$ cat config.mk
export PLATFORM = sky130hd
export DESIGN_NAME = motion_compensator
export DESIGN_NICKNAME = d
export VERILOG_FILES = /design/src/rtl/me_pkg.sv /design/src/rtl/mc_addr_gen.sv /design/src/rtl/motion_compensator.sv
export SDC_FILE = /design/constraint.sdc
export NUM_CORES = 1
export LEC_CHECK = 0
export CORE_ASPECT_RATIO = 0.75
export CORE_MARGIN = 4
export CORE_UTILIZATION = 54
export DETAILED_ROUTE_END_ITERATION = 10
export GPL_TIMING_DRIVEN = 0
export PLACE_DENSITY = 0.95
export SLEW_MARGIN = 20
export SYNTH_ARGS = -nofsm -noshare
export SYNTH_HDL_FRONTEND = slang
export SYNTH_SLANG_ARGS = --single-unit
$ cat constraint.sdc
create_clock -name clk -period 4.5 [get_ports clk]
set_input_delay 0.9 -clock clk [delete_from_list [all_inputs] [get_ports clk]]
set_output_delay 0.9 -clock clk [all_outputs]
set_load 0.005 [all_outputs]
$ cat src/rtl/me_pkg.sv
// me_pkg: constants, the compensator state type and the pixel saturation
// helper shared by the motion-estimation and motion-compensation blocks.
package me_pkg;

  localparam int BLK_SIZE   = 16;  // block edge in pixels
  localparam int WIN_SIZE   = 32;  // search-window edge, address = row*WIN_SIZE + col
  localparam int WIN_ORIGIN = 8;   // window coordinate of the zero-vector block origin
  localparam int PIX_W      = 8;   // unsigned pixel width
  localparam int RES_W      = 9;   // two's complement residual width
  localparam int MV_W       = 4;   // two's complement motion-vector component width
  localparam int ADDR_W     = 10;  // search-window address width
  localparam int IDX_W      = 8;   // pixel index within a block (0..255)

  typedef enum logic [1:0] {
    IDLE,
    RUN,
    FLUSH
  } mc_state_t;

  // Clamp a 10-bit signed prediction+residual sum to the unsigned pixel range.
  function automatic logic [PIX_W-1:0] sat_pix(input logic signed [9:0] sum);
    if (sum < 10'sd0) begin
      return '0;
    end else if (sum > 10'sd255) begin
      return '1;
    end else begin
      return sum[PIX_W-1:0];
    end
  endfunction

endpackage

$ cat src/rtl/mc_addr_gen.sv
// mc_addr_gen: latches the block base (WIN_ORIGIN + motion vector) when a
// block starts and keeps the search-window read address registered so that
// it always points at the pixel the top module is about to consume.
// Ports:
//   clk, rst   clock, synchronous active-high reset
//   load       accepted start: latch mv_x/mv_y, address -> block origin
//   mv_x, mv_y signed motion-vector components
//   advance    a residual was consumed and more pixels follow
//   idx_next   index of the next pixel to fetch
//   address    search-window read address
module mc_addr_gen
  import me_pkg::*;
(
  input  logic              clk,
  input  logic              rst,
  input  logic              load,
  input  logic [MV_W-1:0]   mv_x,
  input  logic [MV_W-1:0]   mv_y,
  input  logic              advance,
  input  logic [IDX_W-1:0]  idx_next,
  output logic [ADDR_W-1:0] address
);

  logic [4:0]        base_x_reg, base_y_reg;
  logic [4:0]        load_x, load_y;
  logic [ADDR_W-1:0] address_reg;

  // Sign-extend the vector; the 5-bit sum is always 0..15 for a -8..+7 vector.
  assign load_x = 5'(WIN_ORIGIN) + {mv_x[MV_W-1], mv_x};
  assign load_y = 5'(WIN_ORIGIN) + {mv_y[MV_W-1], mv_y};

  function automatic logic [ADDR_W-1:0] addr_of(input logic [4:0] bx, input logic [4:0] by,
                                                input logic [3:0] row, input logic [3:0] col);
    logic [ADDR_W-1:0] r;
    r = ADDR_W'(by) + ADDR_W'(row);
    return (r << 5) + ADDR_W'(bx) + ADDR_W'(col);
  endfunction

  // The address only moves on load/advance, so it holds its last value
  // through FLUSH and IDLE even though idx wraps to 0 at the block end.
  always_ff @(posedge clk) begin
    if (rst) begin
      base_x_reg  <= '0;
      base_y_reg  <= '0;
      address_reg <= '0;
    end else if (load) begin
      base_x_reg  <= load_x;
      base_y_reg  <= load_y;
      address_reg <= addr_of(load_x, load_y, 4'd0, 4'd0);
    end else if (advance) begin
      address_reg <= addr_of(base_x_reg, base_y_reg, idx_next[7:4], idx_next[3:0]);
    end
  end

  assign address = address_reg;

endmodule

$ cat src/rtl/motion_compensator.sv
// motion_compensator: fetches the 16x16 prediction block selected by a motion
// vector from the 32x32 search window, adds a signed residual per pixel,
// saturates, and streams the reconstructed pixels out in raster order.
// Ports:
//   clk, rst                clock, synchronous active-high reset
//   start, mv_x, mv_y       block request and its vector (sampled in IDLE)
//   busy, done              block in progress / one-cycle completion pulse
//   address_search          search_memory address (data returns same cycle)
//   search_data             predicted pixel
//   res_data/valid/ready    signed residual stream in
//   pix_data/valid/ready    reconstructed pixel stream out
//   pix_last                marks the 256th pixel of the block
module motion_compensator
  import me_pkg::*;
(
  input  logic              clk,
  input  logic              rst,
  input  logic              start,
  input  logic [MV_W-1:0]   mv_x,
  input  logic [MV_W-1:0]   mv_y,
  output logic              busy,
  output logic              done,
  output logic [ADDR_W-1:0] address_search,
  input  logic [PIX_W-1:0]  search_data,
  input  logic [RES_W-1:0]  res_data,
  input  logic              res_valid,
  output logic              res_ready,
  output logic [PIX_W-1:0]  pix_data,
  output logic              pix_valid,
  input  logic              pix_ready,
  output logic              pix_last
);

  mc_state_t         state_reg, state_next;
  logic [IDX_W-1:0]  idx_reg;
  logic [PIX_W-1:0]  pix_data_reg;
  logic              pix_valid_reg, pix_last_reg, done_reg;
  logic              load, res_hs, last_accept, idx_at_end;
  logic signed [9:0] sum;

  assign load        = start && (state_reg == IDLE);
  // The single-entry output slot can take a new pixel when empty or draining.
  assign res_ready   = (state_reg == RUN) && (!pix_valid_reg || pix_ready);
  assign res_hs      = res_valid && res_ready;
  assign idx_at_end  = (idx_reg == 8'd255);
  assign last_accept = pix_valid_reg && pix_ready && pix_last_reg;
  assign sum         = $signed({2'b00, search_data}) + $signed({res_data[RES_W-1], res_data});

  mc_addr_gen u_addr_gen (
    .clk      (clk),
    .rst      (rst),
    .load     (load),
    .mv_x     (mv_x),
    .mv_y     (mv_y),
    .advance  (res_hs && !idx_at_end),
    .idx_next (idx_reg + 8'd1),
    .address  (address_search)
  );

  always_ff @(posedge clk) begin
    if (rst) begin
      state_reg <= IDLE;
    end else begin
      state_reg <= state_next;
    end
  end

  always_comb begin
    state_next = state_reg;
    busy       = (state_reg != IDLE);
    case (state_reg)
      IDLE:    if (start) state_next = RUN;
      RUN:     if (res_hs && idx_at_end) state_next = FLUSH;
      FLUSH:   if (last_accept) state_next = IDLE;
      default: state_next = IDLE;
    endcase
  end

  always_ff @(posedge clk) begin
    if (rst) begin
      idx_reg       <= '0;
      pix_data_reg  <= '0;
      pix_valid_reg <= 1'b0;
      pix_last_reg  <= 1'b0;
      done_reg      <= 1'b0;
    end else begin
      done_reg <= (state_reg == FLUSH) && last_accept;
      if (load) begin
        idx_reg <= '0;
      end else if (res_hs) begin
        idx_reg <= idx_reg + 8'd1;  // wraps to 0 exactly as the block completes
      end
      if (res_hs) begin
        pix_data_reg  <= sat_pix(sum);
        pix_valid_reg <= 1'b1;
        pix_last_reg  <= idx_at_end;
      end else if (pix_ready) begin
        pix_valid_reg <= 1'b0;
        pix_last_reg  <= 1'b0;
      end
    end
  end

  assign done      = done_reg;
  assign pix_data  = pix_data_reg;
  assign pix_valid = pix_valid_reg;
  assign pix_last  = pix_last_reg;

endmodule

### Word-level counts from Yosys, hierarchy flattened

Cells that the tools add are included.
W data, S select, Z words.

* bits in registers: 41
* bits of input ports: 30

* $add $sub $neg: 8
* order comparisons: 2
* eq/ne operators: 6
* mux-type cells: 11
* reductions and logical operators: 17

Operator list (number)
* $add A10 B5 Y10: 2
* $mux W10: 2
* $mux W8: 2
* $add A10 B4 Y10: 1
* $add A4 B5 Y5 const A: 2
* $add A9 B9 Y10: 1
* $gt A10 B9 Y1 const B: 1
* $lt A10 B1 Y1 const B: 1
* $add A8 B1 Y8 const B: 1
* $eq A8 B8 Y1 const B: 1
* $logic_and A1 B1 Y1: 8
* $mux W2: 3
* $pmux W2 S3: 1
* $reduce_bool A2 Y1: 3
* $add A5 B4 Y5: 1
* $ne A2 B2 Y1 const B: 2
* $mux W1: 3
* $reduce_and A3 Y1: 1
* $eq A2 B1 Y1 const B: 1
* $eq A2 B2 Y1 const B: 1
* $logic_not A1 Y1: 2
* $logic_not A2 Y1: 1
* $ne A2 B1 Y1 const B: 1
* $reduce_or A2 Y1: 1
* $logic_or A1 B1 Y1: 1

### Depth between registers and ports, before layout

Gate-level depths: netlist of the first run.

* depth after elaboration: 7
* gate-level depth with buffers: 10
* mapped depth without buffers: 10

### Hierarchy

A second synthesis of the first run with hierarchy kept.

* cell total of the unflattened synthesis: 271
* area total of the unflattened synthesis: 2373.5 um^2

Modules (own cells, without submodules)
* motion_compensator: instances 1, cells an instance 161, area an instance 1372.6 um^2
* mc_addr_gen: instances 1, cells an instance 110, area an instance 1001.0 um^2

### Least setup slack after synthesis of the first run

OpenSTA, ideal clock, no wires.

* path type: input to register
* start: input port search_data[0]
* end: register pix_data_reg[5], in the netlist pix_data[5]
* arrival: 2.619 ns
* required time: 4.397 ns
* path slack: 1.777 ns
* stages: 9
* path through: ha_1 > inv_1 > fa_1 > nand2b_1 > a211oi_2 > mux2_4 > nand2_4 > nor3_2 > a2111oi_2

* longest elaborated chain between the ends: 4

RTL lines
* from (decl): line motion_compensator.sv:24 `input logic [PIX_W-1:0] search_data,`
* $add A9 B9 Y10 (*): line motion_compensator.sv:47 `assign sum = $signed({2'b00, search_data}) + $signed({res_data[RES_W-1], res_data});`
* $gt A10 B9 Y1: line me_pkg.sv:24 `end else if (sum > 10'sd255) begin`
* $mux W8: line me_pkg.sv:24
* $mux W8 (*): line me_pkg.sv:22 `if (sum < 10'sd0) begin`
* to (signal assigned): line motion_compensator.sv:94 `pix_data_reg <= sat_pix(sum);`
* to (decl): line motion_compensator.sv:36 `logic [PIX_W-1:0] pix_data_reg;`

Every way passes the cells marked *; elsewhere a longest branch is shown, timed or not.
A chain may end at the register's enable or synchronous reset.

### Worst setup path after layout of the first run

* start: input port pix_ready
* end: output port res_ready

* longest elaborated chain between the ends: 2

RTL lines
* from (decl): line motion_compensator.sv:30 `input logic pix_ready,`
* $logic_or A1 B1 Y1: line motion_compensator.sv:43 `assign res_ready = (state_reg == RUN) && (!pix_valid_reg || pix_ready);`
* $logic_and A1 B1 Y1: line motion_compensator.sv:43
* to (decl): line motion_compensator.sv:27 `output logic res_ready,`

No other way between the ends.

==> impl_metrics.ini, run 1 <==
[setup_path]
crit_family = buffers and inverters
end_kind = output pin
crit_slowest_cell = clkdlybuf4s50_1
arrival_ns = 2.32
crit_buf_inv = 2
worstPathCellList = clkdlybuf4s50_1 -> nand2b_2 -> nor3b_2 -> clkdlybuf4s50_1
cpPeakStageDelay_ns = 0.54
path_common_cell = clkdlybuf4s50_1
critPathLaunchType = input port
crit_type = input port to output pin
cp_data_required_time_ns = 3.60
crit_fanout = 3

[timing]
fin_crit_ns = 3.22
slew_viol_final = 0
fmax_mhz = 310
hold_viol = 0
fin_setup_tns_ns = 0
post-route-period-util = 0.716
setup_viol = 0
hold_slack_ns = 0.467
rsz0062_at_grt = false
finalWorstSetupSlack_ns = 1.28
skew_ns = 0.00527
relSlewSlack = 0.667
tightest_slew_ns = 0.499

[logic_synthesis]
ys_seq_elements = 39
async_reset_ff_frac = 0
synth_fa_ha_area_frac = 0.121
synth_top_family_by_area = simple AND/OR/NAND/NOR gates
synthesis.nets = 310
ys_types = 48
synthFlopType = dfxtp_1
ys_seq_area_frac = 0.346
yosys_warnings = 0
syn-cell-area_sq_um = 2260
avgSynthCellArea_sq_um = 8.69
synth_edf_count = 0
synth_simple_gate_area_frac = 0.217
netlist_instances = 260
synth_xor_area_frac = 0.0659
synth_compound_area_frac = 0.190
synthMuxAreaShare = 0.0266

[power]
seq_power_share = 0.487
switching_power_mw = 0.208
swShare = 0.272
p_int_mw = 0.558
power_frac_clock = 0.280
powerDensity_nw_per_um2 = 262
p_comb_frac = 0.233
peakVddDrop_mv = 0.181
cellLeakagePower_nw = 1.18

[finish]
diodes = 0
n_fill_cell = 310
largest_reg_flops = 10
drive_above_1_share = 0.0881
syn2layout_area_growth_pct = 29.3
final_cell_mix = clkdlybuf4s50_1 (52), dfxtp_1 (39), nand2_1 (34)
final_common_cell = clkdlybuf4s50_1
nNetsFinal = 369

[clock_network]
ctsHtreeMaxLevel = 2
postCtsHoldBufs = 0
insertion_delay_ns = 0.28
clockRootBuffer = clkbuf_8
clk_pin_slew_ns = 0.07
numCtsBuffers = 5
cts_tree = done
postCtsSetupRepairBufs = 0
cts-resized-gates = 0
clock-sinks = 39
clockBufferDepth = 2

[die]
io-pin-count = 53
die_height_microns = 64.0
core-area_sq_um = 4050
fp.dieW_microns = 82.7
start_util = 0.557
rows = 20
dieArea_sq_um = 5290

[global_routing]
antenna_found_initial = 0
grt_use_total = 0.219
grt_max_degree = 11
grt-ovfl-total = 0
grt_pass1_vias = 2000
grt_pass1_wl_microns = 9030

[place]
globalplace.congestion = 0.841
io_buffers = 52
dpl.hpwl_microns = 4320
dp_slack_ns = 1.05

[drt]
drc = 0
routedWlPerCell_microns = 14.8
num_vias = 2058
drt-initial-drc-count = 191
final_antenna_net_count = 0
drt_pass1_iterations = 4
wirelength_microns = 5520
vias_per_cell = 5.52

[run]
cap_viol_max_count = 0

[outcome]
status = finished, final reports clean

[min_path]
hold_class = flop to flop
-- routing by layer --
layer / vias to the layer above / track usage / share of wire
met5: - / 0 / 0
met2: 61 / 0.360 / 0.50
met3: 9 / 0.0549 / 0.049
met4: 0 / 0.0592 / 0.0096
met1: 966 / 0.284 / 0.45
li1: 1022 / - / -
-- kinds of logic (layout without fill, tap and decap cells) --
kind of cell | after synthesis | after routing
flip-flops | 39 | 39
AND/OR/NAND/NOR | 95 | 95
multiplexers | 5 | 5
buffers and inverters | 17 | 75
AO/OA/AOI/OAI | 67 | 67
XOR/XNOR | 17 | 17
adder cells (fa/ha/maj) | 20 | 20
-- per-stage QoR --
| step | total power [mW] | instances | instance area [sq um] | utilization |
|---|---|---|---|---|
| floorplan | 0.479 | 260 | 2260 | - |
| global placement | 0.549 | 367 | 2850 | 0.703 |
| detailed placement | 0.557 | 367 | 2850 | 0.703 |
| CTS | 0.766 | 373 | 2920 | 0.721 |
| global route | 0.805 | 373 | 2920 | 0.721 |
| finish | 0.765 | 373 | 2920 | 0.721 |
-- path summary, 6_finish.rpt --
check	startpoint	end	slack, ns	cells past startpoint
setup / recovery	pix_ready	res_ready	1.28	4
hold / removal	pix_data[4]	pix_data[4]	0.47	2
setup reg to reg	idx_reg[4]	u_addr_gen.address[8]	2.24	10
hold reg to reg	pix_data[4]	pix_data[4]	0.47	2
-- power by group through the flow --
stage               combinational [mW]  clock [mW]  sequential (mW)
finish                           0.178       0.214            0.373
global route                     0.197       0.233            0.376
CTS                              0.178       0.214            0.373
detailed placement               0.176           0            0.381
global placement                 0.169           0            0.380
floorplan                       0.0995           0            0.380
-- Yosys cell counts, drive strengths merged, types with 2 or more instances --
master / count / area, sq um
a211oi: 5 / 47.5
a21o: 7 / 52.6
a21oi: 30 / 154
a31oi: 3 / 33.8
and2: 2 / 12.5
and3: 2 / 12.5
buf: 5 / 31.3
clkbuf: 4 / 15.0
dfxtp: 39 / 781
fa: 3 / 60.1
ha: 17 / 213
inv: 8 / 30.0
mux2: 5 / 60.1
nand2: 35 / 139
nand2b: 7 / 53.8
nand3: 7 / 40.0
nand3b: 2 / 15.0
nor2: 28 / 115
nor3: 3 / 20.0
o211ai: 2 / 15.0
o21a: 2 / 15.0
o21ai: 16 / 87.6
or3: 3 / 18.8
xnor2: 9 / 78.8
xor2: 8 / 70.1
-- worst register-to-register path: cells and delay by family (launching register included) --
family	cells	cell delay (ns)
simple gates	3	0.43
compound gates	4	0.52
flops	1	0.42
fa+ha+maj	1	0.29
xor+xnor	2	0.49
-- area by class of cell --
type | instances | area [sq um] | share of cell area
Multi-Input combinational cell | 204 | 1400 | 0.480
Sequential cell | 39 | 781 | 0.267
Timing Repair Buffer | 52 | 520 | 0.178
Clock buffer | 6 | 72.6 | 0.0248
Tap cell | 55 | 68.8 | 0.0236
Buffer | 9 | 46.3 | 0.0158
Inverter | 8 | 30.0 | 0.0103
No activity file was read; power rests on OpenSTA's default activity.
==> inputs of run 2 (changes only) <==
- CORE_UTILIZATION: 54 -> 50
- PLACE_DENSITY: 0.95 -> 0.91
- clock period: 4.5 -> 3.3 ns (I/O delays scaled with it)
==> impl_metrics.ini, run 2 (synthesis gave the netlist of run 1 again) <==
[outcome]
status = finished, final reports clean

[die]
start_util = 0.537
rows = 20
dieArea_sq_um = 5670
io-pin-count = 53
die_height_microns = 66.2
fp.dieW_microns = 85.6
core-area_sq_um = 4200

[timing]
setup_viol = 0
skew_ns = 0.00447
tightest_slew_ns = 0.533
fin_crit_ns = 2.83
post-route-period-util = 0.858
rsz0062_at_grt = false
slew_viol_final = 0
fmax_mhz = 353
hold_viol = 0
fin_setup_tns_ns = 0
hold_slack_ns = 0.466
relSlewSlack = 0.645

[power]
peakVddDrop_mv = 0.276
cellLeakagePower_nw = 1.19
powerDensity_nw_per_um2 = 372

[global_routing]
grt-ovfl-total = 0
grt_use_total = 0.192
antenna_found_initial = 0
grt_max_degree = 12
grt_pass1_vias = 1899
grt_pass1_wl_microns = 8590

[clock_network]
postCtsHoldBufs = 0
cts-resized-gates = 0
postCtsSetupRepairBufs = 0
insertion_delay_ns = 0.29
clk_pin_slew_ns = 0.07
cts_tree = done
numCtsBuffers = 5
ctsHtreeMaxLevel = 2
clockBufferDepth = 2
clock-sinks = 39
clockRootBuffer = clkbuf_8

[min_path]
min_to = pix_data[6]
min-delay-start = pix_data[6]
hold_class = flop to flop
hold_depth = 2

[finish]
final_cell_mix = clkdlybuf4s50_1 (52), dfxtp_1 (39), nand2_1 (34)
nNetsFinal = 369
syn2layout_area_growth_pct = 30.5
largest_reg_flops = 10
final_common_cell = clkdlybuf4s50_1
diodes = 0
drive_above_1_share = 0.0938

[setup_path]
r2r_slack_ns = 1.09
arrival_ns = 3.02
crit_family = compound AO/OA/AOI/OAI gates
crit_cells = 10
cp_data_required_time_ns = 3.49
worstPathCellList = clkdlybuf4s50_1 -> ha_1 -> inv_1 -> fa_1 -> nand2b_1 -> a211oi_2 -> mux2_4 -> nand2_4 -> nor3_2 -> a2111oi_2
crit_buf_inv = 2
cpPeakStageDelay_ns = 0.46
crit_slowest_cell = clkdlybuf4s50_1
critPathLaunchType = input port
end_kind = flop
regToRegStartpoint = idx_reg[4]
crit_fanout = 6
reg2reg_depth = 10
crit_type = input port to flop
timing.rr.end = u_addr_gen.address[8]

[drt]
vias_per_cell = 5.41
drt_pass1_iterations = 4
final_antenna_net_count = 0
drt-initial-drc-count = 160
drc = 0
routedWlPerCell_microns = 13.7
num_vias = 2027
wirelength_microns = 5140

[place]
globalplace.congestion = 0.812
dpl.hpwl_microns = 3990
io_buffers = 52

[run]
cap_viol_max_count = 0
-- run 2: worst max path at each step --
stage                        to            from  slack [ns]
finish              pix_data[5]  search_data[0]        0.47
global route        pix_data[5]  search_data[0]        0.35
global placement    pix_data[5]  search_data[0]        0.21
floorplan           pix_data[5]  search_data[0]        0.82
detailed placement  pix_data[5]  search_data[0]        0.18
CTS                 pix_data[5]  search_data[0]        0.48
-- run 2: power breakdown --
group          leakage (nW)  switching, mW  internal (mW)
Clock                0.0515          0.158          0.191
Combinational         0.825          0.114          0.126
Sequential            0.318         0.0145          0.493
Total                  1.19          0.287          0.810
-- run 2: through the flow --
step,cells,area [sq um],power [mW],util,worst slack [ns]
detailed placement,367,2850,0.756,0.678,0.181
floorplan,260,2260,0.653,-,0.817
finish,375,2950,1.10,0.701,0.470
global route,375,2950,1.15,0.701,0.350
CTS,375,2950,1.10,0.701,0.479
global placement,367,2850,0.750,0.678,0.207
-- run 2: cell type report --
class | instances | area [sq um]
flip-flops and latches | 39 | 781
inverters | 8 | 30.0
clock buffers | 8 | 100
multi-input cells | 204 | 1400
plain buffers | 9 | 46.3
well taps | 55 | 68.8
fillers | 324 | 1250
repair buffers | 52 | 520
-- run 2: tightest hold or removal path, cell delays in order (launching register included) --
cell     delay, ns
dfxtp_1       0.32
nand2_1       0.05
o21ai_1       0.05
-- run 2: routing by layer --
layer	GRT usage	vias up	wire length, microns
met2	0.307	58	2360
met5	0	-	0
met4	0.0593	0	68
met1	0.259	938	2430
met3	0.0386	10	273
li1	-	1021	-
==> inputs of run 3 (changes only) <==
- HOLD_SLACK_MARGIN: not set -> 0.1
==> results of run 3 <==
The final DEF is identical to that of run 2; final timing and power are the same.
